===== config.mk =====
export PLATFORM = sky130hd
export DESIGN_NAME = commit_trace_fifo
export DESIGN_NICKNAME = d
export VERILOG_FILES = /design/src/rtl/commit_trace_fifo.sv
export SDC_FILE = /design/constraint.sdc
export NUM_CORES = 1
export LEC_CHECK = 0
export CORE_MARGIN = 10
export CORE_UTILIZATION = 25
export CTS_CLUSTER_DIAMETER = 120
export DETAILED_ROUTE_END_ITERATION = 6
export PLACE_DENSITY = 0.41
export SYNTH_ARGS = -nofsm -noshare
export SYNTH_HDL_FRONTEND = slang
export SYNTH_SLANG_ARGS = --single-unit

===== constraint.sdc =====
create_clock -name clk -period 8 [get_ports clk]
set_input_delay 1.2 -clock clk [delete_from_list [all_inputs] [get_ports clk]]
set_output_delay 1.2 -clock clk [all_outputs]
set_load 0.05 [all_outputs]

===== src/rtl/commit_trace_fifo.sv =====
// Commit trace FIFO: captures register writebacks (and, with TRACE_MEM_EN
// defined, data-memory stores/loads) into a first-word-fall-through queue.
module commit_trace_fifo #(
    parameter int DEPTH  = 8,
    parameter int DATA_W = 32
) (
    input  logic                      clk,
    input  logic                      reset,
    input  logic                      reg_write_sig,
    input  logic [4:0]                reg_num,
    input  logic [DATA_W-1:0]         reg_data,
    input  logic                      wr,
    input  logic                      rd,
    input  logic [8:0]                addr,
    input  logic [DATA_W-1:0]         wr_data,
    input  logic [DATA_W-1:0]         rd_data,
    output logic                      trace_valid,
    input  logic                      trace_ready,
    output logic [DATA_W+15:0]        trace_data,
    output logic [$clog2(DEPTH):0]    count,
    output logic [15:0]               drop_cnt
);
    localparam int AW = $clog2(DEPTH);
    localparam int EW = DATA_W + 16;
    localparam logic [AW:0] FULL_CNT = DEPTH[AW:0];
    localparam logic [1:0] TYPE_REG   = 2'b00;
    localparam logic [1:0] TYPE_STORE = 2'b01;
    localparam logic [1:0] TYPE_LOAD  = 2'b10;

    logic [EW-1:0] mem_q [DEPTH];
    logic [AW-1:0] wr_ptr_q, wr_ptr_d, rd_ptr_q, rd_ptr_d;
    logic [AW:0]   count_q, count_d;
    logic [15:0]   drop_cnt_q, drop_cnt_d;

    logic          reg_ev, st_ev, ld_ev, any_ev, full, pop, push_ok;
    logic [1:0]    n_ev;
    logic [2:0]    n_drop;
    logic [16:0]   drop_sum;
    logic [EW-1:0] push_entry;

    assign reg_ev = reg_write_sig && (reg_num != 5'd0);
`ifdef TRACE_MEM_EN
    assign st_ev = wr;
    assign ld_ev = rd;
`else
    logic unused_mem_in;
    assign st_ev = 1'b0;
    assign ld_ev = 1'b0;
    assign unused_mem_in = ^{wr, rd, addr, wr_data, rd_data};
`endif

    always_comb begin
        any_ev     = reg_ev || st_ev || ld_ev;
        n_ev       = {1'b0, reg_ev} + {1'b0, st_ev} + {1'b0, ld_ev};
        full       = (count_q == FULL_CNT);
        pop        = (count_q != '0) && trace_ready;
        // A full FIFO still takes the push when the head leaves this cycle.
        push_ok    = any_ev && (!full || pop);
        push_entry = {TYPE_LOAD, 5'd0, addr, rd_data};
        if (reg_ev)
            push_entry = {TYPE_REG, 9'd0, reg_num, reg_data};
        else if (st_ev)
            push_entry = {TYPE_STORE, 5'd0, addr, wr_data};

        n_drop = 3'd0;
        if (any_ev)
            n_drop = {1'b0, n_ev} - 3'd1;
        if (any_ev && !push_ok)
            n_drop = n_drop + 3'd1;
        drop_sum   = {1'b0, drop_cnt_q} + {14'd0, n_drop};
        drop_cnt_d = drop_sum[16] ? 16'hFFFF : drop_sum[15:0];

        wr_ptr_d = push_ok ? wr_ptr_q + AW'(1) : wr_ptr_q;
        rd_ptr_d = pop     ? rd_ptr_q + AW'(1) : rd_ptr_q;
        count_d  = count_q;
        if (push_ok && !pop)
            count_d = count_q + (AW+1)'(1);
        else if (pop && !push_ok)
            count_d = count_q - (AW+1)'(1);
    end

    always_ff @(posedge clk) begin
        if (reset) begin
            wr_ptr_q   <= '0;
            rd_ptr_q   <= '0;
            count_q    <= '0;
            drop_cnt_q <= '0;
        end else begin
            wr_ptr_q   <= wr_ptr_d;
            rd_ptr_q   <= rd_ptr_d;
            count_q    <= count_d;
            drop_cnt_q <= drop_cnt_d;
        end
    end

    // Storage needs no reset: an empty FIFO never exposes it.
    always_ff @(posedge clk) begin
        if (!reset && push_ok)
            mem_q[wr_ptr_q] <= push_entry;
    end

    assign trace_valid = (count_q != '0);
    assign trace_data  = trace_valid ? mem_q[rd_ptr_q] : '0;
    assign count       = count_q;
    assign drop_cnt    = drop_cnt_q;

endmodule


==> results of run 1 <==
## power by group
group          total, W  switching, W  internal, W  leakage (nW)
Combinational   0.00168       0.00101     0.000671          1.90
Clock           0.00179      0.000754      0.00103         0.626
Sequential      0.00227      0.000115      0.00216          3.29
Total           0.00574       0.00188      0.00386          5.82
## worst max-delay path by stage
stage / cells past startpoint / end / start
floorplan: 5 / mem_q[0][0] / reg_num[3]
global placement: 10 / drop_cnt[5] / reg_write_sig
detailed placement: 10 / drop_cnt[5] / reg_write_sig
CTS: 5 / trace_data[6] / register
global route: 5 / trace_data[23] / register
finish: 5 / trace_data[6] / register
## metal layers
metal  global-route usage, %  wire length (um)  vias up
met5                       0                13        -
met4                    2.46               580        2
met3                    2.98              2060       49
met2                    17.7             18300      149
met1                    13.3             16300     3929
li1                        -                 -     3521
## layout make-up
type,instances,area [um^2]
clock buffer,53,1090
clock inverter,22,179
fill,5733,39600
inverter,9,38.8
multi-input combinational,406,3770
sequential,365,10700
tap,765,957
timing repair buffer,166,1610
## critical path, delay by kind of cell, from the launching register on
family,cells,cell delay (ns)
buf+inv,2,1.52
flops,1,0.88
mux,2,0.79
simple gates,1,0.11
## metrics by stage
stage                     cell area (um^2)  utilization [%]
after floorplan                      14700                -
final                                18300             31.6
after detailed placement             17100             29.4
after global placement               17100             29.4
after CTS                            18300             31.6
after global routing                 18300             31.6
## cells in the mapped netlist, drive strengths merged (4+ instances only)
cell type / n
buf: 36
mux4: 84
nand2: 119
clkbuf: 11
a21oi: 17
nand3: 8
nand4: 4
ha: 7
edfxtp: 336
xor2: 5
inv: 8
and2: 4
nor4: 6
nor3: 9
xnor2: 9
mux2i: 43
nor2: 59
dfxtp: 29
## state kept, by name (all words and copies together), names as in the netlist, named ones only
register,flops
count,4
drop_cnt,16
mem_q,336
rd_ptr_q,3
wr_ptr_q,3
## cells by family after synthesis
family,share of synthesized area (%)
compound gates,1.05
xor+xnor,0.835
fa+ha+maj,0.733
buf+inv,2.10
flops,72.7
mux,16.0
other cells,0.0255
simple gates,6.57
==> flow_metrics.py, run 1 <==
metrics = {
    "timing": {
        "rsz0062_at_grt": "no",
        "slew_headroom_pct": 29.7,
        "tightestPinTransition_ns": 1.05,
        "skew_ns": 0.0235,
        "period_share_pct": 63.9,
        "drv_slew": 0,
        "fin_tns_setup_ns": 0,
        "hold_viol": 0,
        "setup_viol": 0,
        "layout_min_cycle_time_ns": 5.11,
        "setup_slack_ns": 2.89,
        "fmax_mhz": 196,
        "whs_ns": 0.480,
    },
    "placed_design": {
        "dp_slack_ns": 3.06,
        "io_buffers": 144,
        "place.gp.congestion": 0.672,
        "hpwl_mm": 20.8,
        "dp_cells": 1711,
    },
    "pwr": {
        "irDropWorstVdd_mv": 0.213,
        "p_leak_nw": 5.82,
        "p_per_area_nw_per_um2": 313,
        "p_total_w": 0.00574,
    },
    "worst_setup_path": {
        "regToRegSetupSlack_ns": 4.75,
        "r2r-end": "count[3]",
        "end_kind": "primary output",
        "crit_chain": "buf_4 -> mux4_2 -> mux2i_1 -> nor2_1 -> clkdlybuf4s50_1",
        "worstSetupPathType": "reg2out",
        "crit_required_ns": 6.80,
        "cp.arrival_ns": 3.91,
        "crit_slowest_cell": "dfxtp_4",
        "reg2reg_depth": 11,
        "max_stage_delay_ns": 0.88,
        "worst_setup_path_start_kind": "register",
        "r2r-start": "count[0]",
        "crit_fanout": 38,
    },
    "global_route": {
        "grt_max_degree": 45,
        "antenna_found_initial": 1,
        "grt_pass1_wl_mm": 55.3,
        "grt_overflow": 0,
        "grt_pass1_vias": 8361,
        "grt_usage_pct": 10.6,
    },
    "synth": {
        "netlist_area_um2": 14700,
        "synth_seq_cells": 365,
        "synthTopCellsByArea": "edfxtp_1, mux4_2, dfxtp_1, nand2_1, mux2i_1",
        "synth_cell_types": 47,
        "synth_top_area_share_pct": 68.7,
        "yosysWarnings": 0,
        "synth_top_flop_cell": "edfxtp_1",
        "synth_edf_count": 336,
        "ys_async_sr_fraction_pct": 0,
        "netlist_instances": 822,
        "synth-seq-area-share_pct": 72.7,
        "syn-mean-instance-area_um2": 17.9,
        "synth_area_leader_cell": "edfxtp_1",
    },
    "cells_and_area": {
        "syn_to_final_growth_pct": 24.8,
        "final_layout_size_suffix_gt1_share_pct": 18.2,
        "n_antenna_cell": 0,
        "final_common_cell": "edfxtp_1",
        "final_cell_mix": "edfxtp_1, clkdlybuf4s50_1, nand2_1",
        "final_cell_count_no_fill": 1786,
        "final_nets": 1114,
    },
    "detailed_routing": {
        "dr.pass1.iters": 4,
        "post_drt_wl_per_cell_um": 20.8,
        "drc": 0,
        "drtAntennaViolNets": 0,
        "wirelength_mm": 37.2,
        "vias": 7650,
        "drtIter0Drc": 360,
        "vias_per_cell": 4.28,
    },
    "clocking": {
        "clk_latency_ns": 0.56,
        "cts_sinks": 365,
        "cts-root-buf": "clkbuf_16",
        "clockBufferDepth": 3,
        "cts_resized": 0,
        "htree_levels": 2,
        "cts_tree": "built",
        "path_clk_slew_ns": 0.06,
        "cts_setup_buffers": 0,
        "cts_buffers": 42,
        "ctsHoldBuffers": 0,
    },
    "die": {
        "fp.coreArea_um2": 57900,
        "dieArea_um2": 68800,
        "start_util_pct": 25.3,
        "rows": 88,
        "die_x_um": 262,
        "pin_count": 185,
        "die_h_um": 262,
    },
    "status": {
        "status": "complete, no violations",
    },
    "job": {
        "maxCapViolCount": 0,
    },
    "min_path": {
        "whs_path_depth": 2,
        "hold_class": "reg2reg",
        "min_from": "rd_ptr_q[1]",
    },
}
(Power assumes the default switching activity.)
==> inputs of run 2 (changes only) <==
==> constraint.sdc (replaced) <==
create_clock -name clk -period 4.8 [get_ports clk]
set_input_delay 0.72 -clock clk [delete_from_list [all_inputs] [get_ports clk]]
set_output_delay 0.72 -clock clk [all_outputs]
set_load 0.05 [all_outputs]
==> run 2 against run 1 <==
Clock-buffer cell count increased by 4. Cell count increased by 0.22%. Cell area increased by 0.68%. Flip-flop and latch count unchanged. First-iteration DRC count rose by 0.56%. Largest power group unchanged.
==> flow_metrics.py, run 2 (synthesis gave the netlist of run 1 again) <==
metrics = {
    "detailed_routing": {
        "drc": 0,
        "drtAntennaViolNets": 0,
        "vias_per_cell": 4.24,
        "post_drt_wl_per_cell_um": 20.6,
        "drtIter0Drc": 362,
        "dr.pass1.iters": 5,
        "vias": 7594,
        "wirelength_mm": 36.8,
    },
    "timing": {
        "fmax_mhz": 254,
        "hold_viol": 0,
        "rsz0062_at_grt": "no",
        "setup_viol": 0,
        "tightestPinTransition_ns": 0.929,
        "drv_slew": 0,
        "skew_ns": 0.0169,
        "layout_min_cycle_time_ns": 3.93,
        "slew_headroom_pct": 38.1,
        "period_share_pct": 82.0,
    },
    "worst_setup_path": {
        "crit_slowest_cell": "clkdlybuf4s50_1",
        "cp.arrival_ns": 3.21,
        "end_kind": "primary output",
        "crit_required_ns": 4.08,
        "max_stage_delay_ns": 0.73,
        "worst_setup_path_start_kind": "register",
        "path_buf_inv": 2,
        "path_delay_family": "buffers and inverters",
        "r2r-start": "count[0]",
        "crit_fanout": 46,
        "cp-endpoint": "trace_data[20]",
        "reg2reg_depth": 11,
        "worstSetupPathType": "reg2out",
        "r2r-end": "count[3]",
        "crit_chain": "buf_12 -> mux4_2 -> mux2i_1 -> nor2_1 -> clkdlybuf4s50_1",
        "cp.depth": 5,
        "regToRegSetupSlack_ns": 1.85,
    },
    "pwr": {
        "irDropWorstVdd_mv": 0.268,
        "p_leak_nw": 5.87,
        "p_per_area_nw_per_um2": 523,
        "p_total_w": 0.00965,
    },
    "cells_and_area": {
        "largest_register": "mem_q",
        "final_cell_mix": "edfxtp_1, clkdlybuf4s50_1, nand2_1",
        "final_layout_size_suffix_gt1_share_pct": 18.3,
        "fill_cells": 5688,
        "final_nets": 1119,
        "largest_reg_flops": 336,
        "syn_to_final_growth_pct": 25.7,
        "final_common_cell": "edfxtp_1",
        "final_cell_count_no_fill": 1790,
    },
    "placed_design": {
        "dp_cells": 1716,
        "io_buffers": 144,
        "place.gp.congestion": 0.684,
        "hpwl_mm": 21.1,
    },
    "global_route": {
        "grt_pass1_wl_mm": 54.9,
        "grt_overflow": 0,
        "antenna_found_initial": 1,
        "grt_usage_pct": 10.5,
        "grt_max_degree": 55,
        "grt_pass1_vias": 8307,
    },
    "clocking": {
        "cts_resized": 0,
        "cts_sinks": 365,
        "clockBufferDepth": 3,
        "clk_latency_ns": 0.56,
        "cts_buffers": 42,
        "htree_levels": 2,
        "ctsHoldBuffers": 0,
        "cts_setup_buffers": 0,
        "cts-root-buf": "clkbuf_16",
        "cts_tree": "built",
        "path_clk_slew_ns": 0.05,
    },
    "die": {
        "pin_count": 185,
        "die_x_um": 262,
        "fp.coreArea_um2": 57900,
        "dieArea_um2": 68800,
        "start_util_pct": 25.3,
        "die_h_um": 262,
        "rows": 88,
    },
    "min_path": {
        "hold_class": "reg2reg",
        "whs_path_depth": 2,
    },
    "job": {
        "maxCapViolCount": 0,
    },
    "status": {
        "status": "complete, no violations",
    },
}
## run 2: per-stage QoR
step	setup TNS (ns)	hold WS (ns)	setup WS (ns)	util, %	instance area (um^2)
2_1_floorplan	-85.31	0.454	-1.02	-	14700
3_3_place_gp	0	0.467	0.965	29.6	17200
3_5_place_dp	0	0.471	0.906	29.6	17200
4_1_cts	0	0.486	0.748	31.8	18400
5_1_grt	0	0.524	0.613	31.8	18400
6_report	0	0.487	0.866	31.9	18400
## run 2: worst reg2reg max path, stage by stage (launching register included)
cell and delay, ns:
dfxtp_1 0.41, nor4_4 0.31, buf_4 0.35, inv_1 0.16, nand2_1 0.15, ha_1 0.20, inv_1 0.10, ha_1 0.33
a21oi_1 0.20, a211oi_1 0.11, a31oi_1 0.17, mux2_2 0.35
## run 2: per-layer routing
metal,share of wire [%],GRT usage [%],vias up
met5,0.035,0,-
met4,1.6,2.59,2
met3,5.1,2.97,45
met2,48,17.2,142
met1,45,13.5,3877
li1,-,-,3528
## run 2: worst min path at each step
| stage | slack (ns) | start | end |
|---|---|---|---|
| 6_report | 0.49 | rd_ptr_q[1] | register |
| 5_1_grt | 0.52 | rd_ptr_q[1] | register |
| 4_1_cts | 0.49 | rd_ptr_q[1] | register |
| 3_5_place_dp | 0.47 | rd_ptr_q[1] | register |
| 3_3_place_gp | 0.47 | rd_ptr_q[1] | register |
| 2_1_floorplan | 0.45 | rd_ptr_q[1] | register |
## run 2: layout make-up
type	instances	area, um^2	share of cell area (%)
sequential	365	10700	57.9
timing repair buffer	171	1690	9.18
tap	765	957	5.19
clock buffer	57	1160	6.28
inverter	9	38.8	0.210
clock inverter	16	129	0.699
multi-input combinational	406	3790	20.5
antenna	1	2.50	0.0136
## run 2: where the power goes
group          total [W]  switching (W)  internal [W]  leakage, nW
Clock            0.00302        0.00123       0.00179        0.632
Sequential       0.00375       0.000152       0.00360         3.29
Combinational    0.00288        0.00172       0.00116         1.95
